$ cat config.mk
export PLATFORM = sky130hd
export DESIGN_NAME = serial_alu_flat
export DESIGN_NICKNAME = d
export VERILOG_FILES = /design/src/rtl/mpu_alu_pkg.sv /design/src/rtl/serial_alu_if.sv /design/src/rtl/serial_alu_slice.sv /design/src/rtl/serial_alu.sv /design/src/flat_wrapper.sv
export SDC_FILE = /design/constraint.sdc
export NUM_CORES = 1
export LEC_CHECK = 0
export CORE_MARGIN = 4
export CORE_UTILIZATION = 44
export CTS_CLUSTER_DIAMETER = 40
export DETAILED_ROUTE_END_ITERATION = 7
export GPL_TIMING_DRIVEN = 0
export PLACE_DENSITY = 0.68
export SLEW_MARGIN = 20
export SYNTH_ARGS = -nofsm -noshare
export SYNTH_HDL_FRONTEND = slang
export SYNTH_SLANG_ARGS = --single-unit
$ cat constraint.sdc
create_clock -name clk -period 2.21 [get_ports clk]
set_clock_uncertainty 0.15 [all_clocks]
set_input_delay 0.3315 -clock clk [delete_from_list [all_inputs] [get_ports clk]]
set_output_delay 0.3315 -clock clk [all_outputs]
set_load 0.01 [all_outputs]
$ cat src/rtl/mpu_alu_pkg.sv
// Shared definitions for the bit-serial ALU: operation codes and FSM state encoding.
package mpu_alu_pkg;

  localparam logic [2:0] OP_AND  = 3'b000;
  localparam logic [2:0] OP_OR   = 3'b001;
  localparam logic [2:0] OP_XOR  = 3'b010;
  localparam logic [2:0] OP_NAND = 3'b011;
  localparam logic [2:0] OP_NOR  = 3'b100;
  localparam logic [2:0] OP_NOTA = 3'b101;
  localparam logic [2:0] OP_ADD  = 3'b110;
  localparam logic [2:0] OP_SUB  = 3'b111;

  typedef enum logic [1:0] {
    IDLE = 2'd0,
    RUN  = 2'd1,
    DONE = 2'd2
  } state_t;

  // ADD and SUB are the only ops that use the carry chain.
  function automatic logic is_arith(input logic [2:0] op);
    return (op == OP_ADD) || (op == OP_SUB);
  endfunction

endpackage

$ cat src/rtl/serial_alu_if.sv
// Operand/result bundle between the requester and the serial ALU.
interface serial_alu_if #(parameter int WIDTH = 8);
  logic             start;
  logic [2:0]       op;
  logic [WIDTH-1:0] a;
  logic [WIDTH-1:0] b;
  logic             busy;
  logic             done;
  logic [WIDTH-1:0] result;
  logic             carry;
  logic             zero;

  modport master (output start, op, a, b, input busy, done, result, carry, zero);
  modport slave  (input start, op, a, b, output busy, done, result, carry, zero);
endinterface

$ cat src/rtl/serial_alu_slice.sv
// Combinational one-bit ALU slice built from gate primitives; b is inverted here for SUB.
module serial_alu_slice
  import mpu_alu_pkg::*;
(
  input  logic       a_bit,
  input  logic       b_bit,
  input  logic       cin,
  input  logic [2:0] op,
  output logic       r_bit,
  output logic       cout
);

  logic is_sub_s;
  logic b_eff_s;
  logic and_s, or_s, xor_s, nand_s, nor_s, nota_s;
  logic hx_s, sum_s, c1_s, c2_s;

  assign is_sub_s = (op == OP_SUB);

  xor  u_binv (b_eff_s, b_bit, is_sub_s);
  and  u_and  (and_s,  a_bit, b_bit);
  or   u_or   (or_s,   a_bit, b_bit);
  xor  u_xor  (xor_s,  a_bit, b_bit);
  nand u_nand (nand_s, a_bit, b_bit);
  nor  u_nor  (nor_s,  a_bit, b_bit);
  not  u_nota (nota_s, a_bit);

  // Full adder on the (possibly inverted) b bit.
  xor  u_fa_x1 (hx_s,  a_bit, b_eff_s);
  xor  u_fa_x2 (sum_s, hx_s,  cin);
  and  u_fa_a1 (c1_s,  a_bit, b_eff_s);
  and  u_fa_a2 (c2_s,  hx_s,  cin);
  or   u_fa_o1 (cout,  c1_s,  c2_s);

  // Result bit select by operation.
  always_comb begin
    r_bit = 1'b0;
    case (op)
      OP_AND:  r_bit = and_s;
      OP_OR:   r_bit = or_s;
      OP_XOR:  r_bit = xor_s;
      OP_NAND: r_bit = nand_s;
      OP_NOR:  r_bit = nor_s;
      OP_NOTA: r_bit = nota_s;
      OP_ADD:  r_bit = sum_s;
      OP_SUB:  r_bit = sum_s;
      default: r_bit = 1'b0;
    endcase
  end

endmodule

$ cat src/rtl/serial_alu.sv
// Bit-serial ALU: captures operands on start, processes one bit per clock LSB first,
// and registers result/carry/zero with a one-cycle done pulse.
module serial_alu
  import mpu_alu_pkg::*;
#(
  parameter int WIDTH = 8
) (
  input  logic         clk,
  input  logic         rst,
  serial_alu_if.slave  bus
);

  localparam int CW = (WIDTH > 2) ? $clog2(WIDTH) : 1;
  localparam logic [CW-1:0] LAST = CW'(WIDTH - 1);

  state_t           state_r, state_nx;
  logic [CW-1:0]    cnt_r;
  logic [WIDTH-1:0] a_r, b_r, acc_r, result_r;
  logic [2:0]       op_r;
  logic             cy_r, carry_r, zero_r, busy_r, done_r;
  logic             accept_s, last_s;
  logic             r_bit_s, cout_s;
  logic [WIDTH-1:0] acc_nx_s;

  serial_alu_slice u_slice (
    .a_bit (a_r[0]),
    .b_bit (b_r[0]),
    .cin   (cy_r),
    .op    (op_r),
    .r_bit (r_bit_s),
    .cout  (cout_s)
  );

  assign acc_nx_s = {r_bit_s, acc_r[WIDTH-1:1]};

  // State register.
  always_ff @(posedge clk) begin
    if (rst) begin
      state_r <= IDLE;
    end else begin
      state_r <= state_nx;
    end
  end

  // Next-state decode plus accept / final-step strobes.
  always_comb begin
    state_nx = state_r;
    accept_s = 1'b0;
    last_s   = 1'b0;
    case (state_r)
      IDLE: begin
        if (bus.start) begin
          state_nx = RUN;
          accept_s = 1'b1;
        end else begin
          state_nx = IDLE;
        end
      end
      RUN: begin
        if (cnt_r == LAST) begin
          state_nx = DONE;
          last_s   = 1'b1;
        end else begin
          state_nx = RUN;
        end
      end
      DONE:    state_nx = IDLE;
      default: state_nx = IDLE;
    endcase
  end

  // Operand shift registers, bit counter, carry chain and output registers.
  always_ff @(posedge clk) begin
    if (rst) begin
      cnt_r    <= {CW{1'b0}};
      a_r      <= {WIDTH{1'b0}};
      b_r      <= {WIDTH{1'b0}};
      op_r     <= 3'b000;
      acc_r    <= {WIDTH{1'b0}};
      cy_r     <= 1'b0;
      result_r <= {WIDTH{1'b0}};
      carry_r  <= 1'b0;
      zero_r   <= 1'b0;
      busy_r   <= 1'b0;
      done_r   <= 1'b0;
    end else begin
      busy_r <= (state_nx == RUN);
      done_r <= last_s;
      if (accept_s) begin
        a_r   <= bus.a;
        b_r   <= bus.b;
        op_r  <= bus.op;
        cnt_r <= {CW{1'b0}};
        // SUB is a + ~b + 1: the +1 enters as the initial carry.
        cy_r  <= (bus.op == OP_SUB);
      end else if (state_r == RUN) begin
        a_r   <= {1'b0, a_r[WIDTH-1:1]};
        b_r   <= {1'b0, b_r[WIDTH-1:1]};
        acc_r <= acc_nx_s;
        cnt_r <= cnt_r + CW'(1);
        cy_r  <= is_arith(op_r) ? cout_s : 1'b0;
        if (last_s) begin
          result_r <= acc_nx_s;
          carry_r  <= is_arith(op_r) ? cout_s : 1'b0;
          zero_r   <= (acc_nx_s == {WIDTH{1'b0}});
        end
      end
    end
  end

  assign bus.busy   = busy_r;
  assign bus.done   = done_r;
  assign bus.result = result_r;
  assign bus.carry  = carry_r;
  assign bus.zero   = zero_r;

endmodule

$ cat src/flat_wrapper.sv
// flat-port wrapper written by rule: the top's interface ports become plain ports
module serial_alu_flat import mpu_alu_pkg::*;
#(
  parameter int WIDTH = 8
)
  (clk, rst, bus_start, bus_op, bus_a, bus_b, bus_busy, bus_done, bus_result, bus_carry, bus_zero);
  serial_alu_if #(.WIDTH(WIDTH)) bus_i ();
  input  logic clk;
  input  logic rst;
  input wire logic [$bits(bus_i.start)-1:0] bus_start;
  input wire logic [$bits(bus_i.op)-1:0] bus_op;
  input wire logic [$bits(bus_i.a)-1:0] bus_a;
  input wire logic [$bits(bus_i.b)-1:0] bus_b;
  output wire logic [$bits(bus_i.busy)-1:0] bus_busy;
  output wire logic [$bits(bus_i.done)-1:0] bus_done;
  output wire logic [$bits(bus_i.result)-1:0] bus_result;
  output wire logic [$bits(bus_i.carry)-1:0] bus_carry;
  output wire logic [$bits(bus_i.zero)-1:0] bus_zero;
  assign bus_i.start = bus_start;
  assign bus_i.op = bus_op;
  assign bus_i.a = bus_a;
  assign bus_i.b = bus_b;
  assign bus_busy = bus_i.busy;
  assign bus_done = bus_i.done;
  assign bus_result = bus_i.result;
  assign bus_carry = bus_i.carry;
  assign bus_zero = bus_i.zero;
  serial_alu #(.WIDTH(WIDTH)) u_core (.clk(clk), .rst(rst), .bus(bus_i));
endmodule
==> impl_metrics.tcl <==
set metrics [dict create \
    end_kind "flip-flop" \
    post_cts_buffers 0 \
    fp.dieH_um 73.2 \
    num_io_pins 34 \
    die_w_um 73.2 \
    syn_avg_cell_area_um2 8.86 \
    wl_per_cell_um 12.9 \
    syn_inst 211 \
    p_leak_nw 0.865 \
    coreArea_mm2 0.00406 \
    io_buffers 32 \
    fmax_ghz 0.504 \
    syn-num-nets 238 \
    hold_ws_ps 274 \
    rows 23 \
    min_period_ps 1980 \
    antenna_cells 0 \
    grt_overflow 0 \
    antenna_found_initial 0 \
    ir_worst_vdd_uv 350 \
    status "completed" \
    worst_ep_required_time_ps 2260 \
    synth-seq-cells 44 \
    worstMarginPinSlew_ps 516 \
    grt_max_degree 14 \
    clock_sinks 44 \
    start_util 0.461 \
    grt_pass1_vias 1418 \
    worstSkewPairLatency_ps 300 \
    htree_num_levels 2 \
    drv_cap 0 \
    grt_usage 0.158 \
    cts.path.max_buffers 2 \
    drtPass1Iterations 4 \
    relSlewSlack 0.650 \
    grt_pass1_wl_um 6510 \
    layout.nets 277 \
    worstSetupStartpointType "flip-flop" \
    syn2layout_area_growth_pct 25.4 \
    drive_gt1_frac 0.0956 \
    cts_tree "built" \
    post-place-ws_ps 144 \
    synth_warnings 0 \
    crit_arrival_ps 2040 \
    wl_um 3890 \
    hold_viol 0 \
    synth.distinct_cells 36 \
    viasPerCell 5.04 \
    rsz0062_at_grt "false" \
    yosysSeqAreaShare 0.471 \
    cts.clk_slew.worst_paths_ps 80 \
    place_hpwl_um 2800 \
    finalMaxSlewViolations 0 \
    numCtsBuffers 5 \
    hp-class "in2reg" \
    tns_ps 0 \
    ant_nets 0 \
    die_area_mm2 0.00536 \
    setup_viol 0 \
    post-route-period-util 0.898 \
    place.gp.congestion 0.760 \
    vias 1518 \
    root_buffer "clkbuf_8" \
    drt-initial-drc-count 90 \
    drc 0 \
    syn_area_mm2 0.00187 \
    path_max_fanout 7 \
    powerDensity_mw_per_mm2 670 \
    cts_resized 0 \
    critPathKind "reg2reg" \
    cts_hold_buffers 0 \
    layout_setup_ws_ps 225 \
]
==> worst paths after layout <==
kind                                     startpoint                           endpoint  slack [ps]  cells past startpoint
setup / recovery        u_core.op_r[1]$_SDFFE_PP0P_       u_core.acc_r[7]$_SDFFE_PP0P_         230                      6
hold / removal                                  rst         u_core.bus.done$_SDFF_PP0_         270                      2
setup reg to reg        u_core.op_r[1]$_SDFFE_PP0P_       u_core.acc_r[7]$_SDFFE_PP0P_         230                      6
hold reg to reg   u_core.bus.result[4]$_SDFFE_PP0P_  u_core.bus.result[4]$_SDFFE_PP0P_         300                      2
==> cells by family after synthesis <==
family,after synthesis,synth area share
AOI/OAI and AO/OA,54,0.178
DFF,44,0.471
buffers and inverters,18,0.0669
adders and majority gates,5,0.0375
muxes,4,0.0221
xor gates and xnor gates,2,0.00937
and+or+nand+nor,84,0.215
==> worst max-delay path: stages, from the launching register on <==
cell and delay [ps]:
dfxtp_1 430, nand3_1 120, xnor2_1 180, fa_1 440, nand2_1 80, o311ai_1 170
a311oi_1 340
==> synth_stat cells <==
cell,n,area share
a21oi_1,35,0.094
a22oi_1,14,0.056
a311oi_1,2,0.0094
a41o_1,1,0.0054
and2_1,1,0.0033
and2_2,1,0.0040
and3_1,2,0.0067
and3b_1,1,0.0047
buf_12,1,0.011
buf_4,1,0.0040
buf_6,5,0.030
clkbuf_1,6,0.012
dfxtp_1,44,0.47
fa_1,1,0.011
ha_1,4,0.027
inv_1,5,0.010
mux2_1,1,0.0060
mux2i_1,3,0.016
nand2_1,49,0.098
nand2_4,1,0.0060
nand3_1,3,0.0080
nand4_1,1,0.0033
nor2_1,11,0.022
nor2_2,2,0.0067
nor2_4,1,0.0060
nor2b_1,2,0.0067
nor2b_2,1,0.0047
nor3_1,3,0.0080
nor3b_1,1,0.0040
nor3b_4,1,0.010
nor4_1,1,0.0033
o311ai_0,1,0.0047
o32ai_2,1,0.0087
or2b_2,1,0.0047
or4_1,1,0.0040
xnor2_1,2,0.0094
==> sequential cells by signal, summed over array words and instances (netlist names) <==
register           flops
u_core.b_r             8
u_core.cnt_r           3
u_core.bus.done        1
u_core.cy_r            1
u_core.op_r            3
u_core.bus.result      8
u_core.a_r             8
u_core.bus.zero        1
u_core.state_r         2
u_core.bus.busy        1
u_core.bus.carry       1
u_core.acc_r           7
==> layout by cell type, fill, tap and decap left out, drive strengths merged, types with 2 or more instances in the layout <==
cell	netlist	routed
nand2	50	50
dfxtp	44	44
a21oi	35	35
clkdlybuf4s50	0	32
a22oi	14	14
nor2	14	14
clkbuf	6	12
buf	7	7
inv	5	5
ha	4	4
nand3	3	3
mux2i	3	3
nor3	3	3
nor2b	3	3
xnor2	2	2
and3	2	2
a311oi	2	2
clkinv	0	2
nor3b	2	2
and2	2	2
==> routing by layer <==
layer  vias up  global-route usage  wire, um
li1        805                   -         -
met4         0              0.0738        70
met3         7              0.0372       146
met2        23               0.242      1750
met1       683               0.210      1920
met5         -                   0         0
==> report_power, final <==
group / leakage, nW / internal (mW) / switching (mW)
Combinational: 0.456 / 0.102 / 0.105
Clock: 0.0510 / 0.249 / 0.268
Sequential: 0.358 / 0.823 / 0.0221
==> area by class of cell <==
| class | count | area [um2] |
|---|---|---|
| Fill cell | 393 | 1710 |
| Tap cell | 50 | 62.6 |
| Clock inverter | 2 | 10.0 |
| Inverter | 5 | 18.8 |
| Clock buffer | 6 | 82.6 |
| Multi-Input combinational cell | 149 | 863 |
| Buffer | 13 | 106 |
| Sequential cell | 44 | 881 |
| Timing Repair Buffer | 32 | 320 |
==> metrics by stage <==
step | std cells | utilization | power (mW) | area, um2
after global placement | 293 | 0.555 | 1.07 | 2250
after CTS | 301 | 0.578 | 1.59 | 2340
final | 301 | 0.578 | 1.57 | 2340
after floorplan | 211 | - | 0.995 | 1870
after detailed placement | 293 | 0.555 | 1.07 | 2250
after global routing | 301 | 0.578 | 1.66 | 2340
Power figures use the tool's default switching activity.
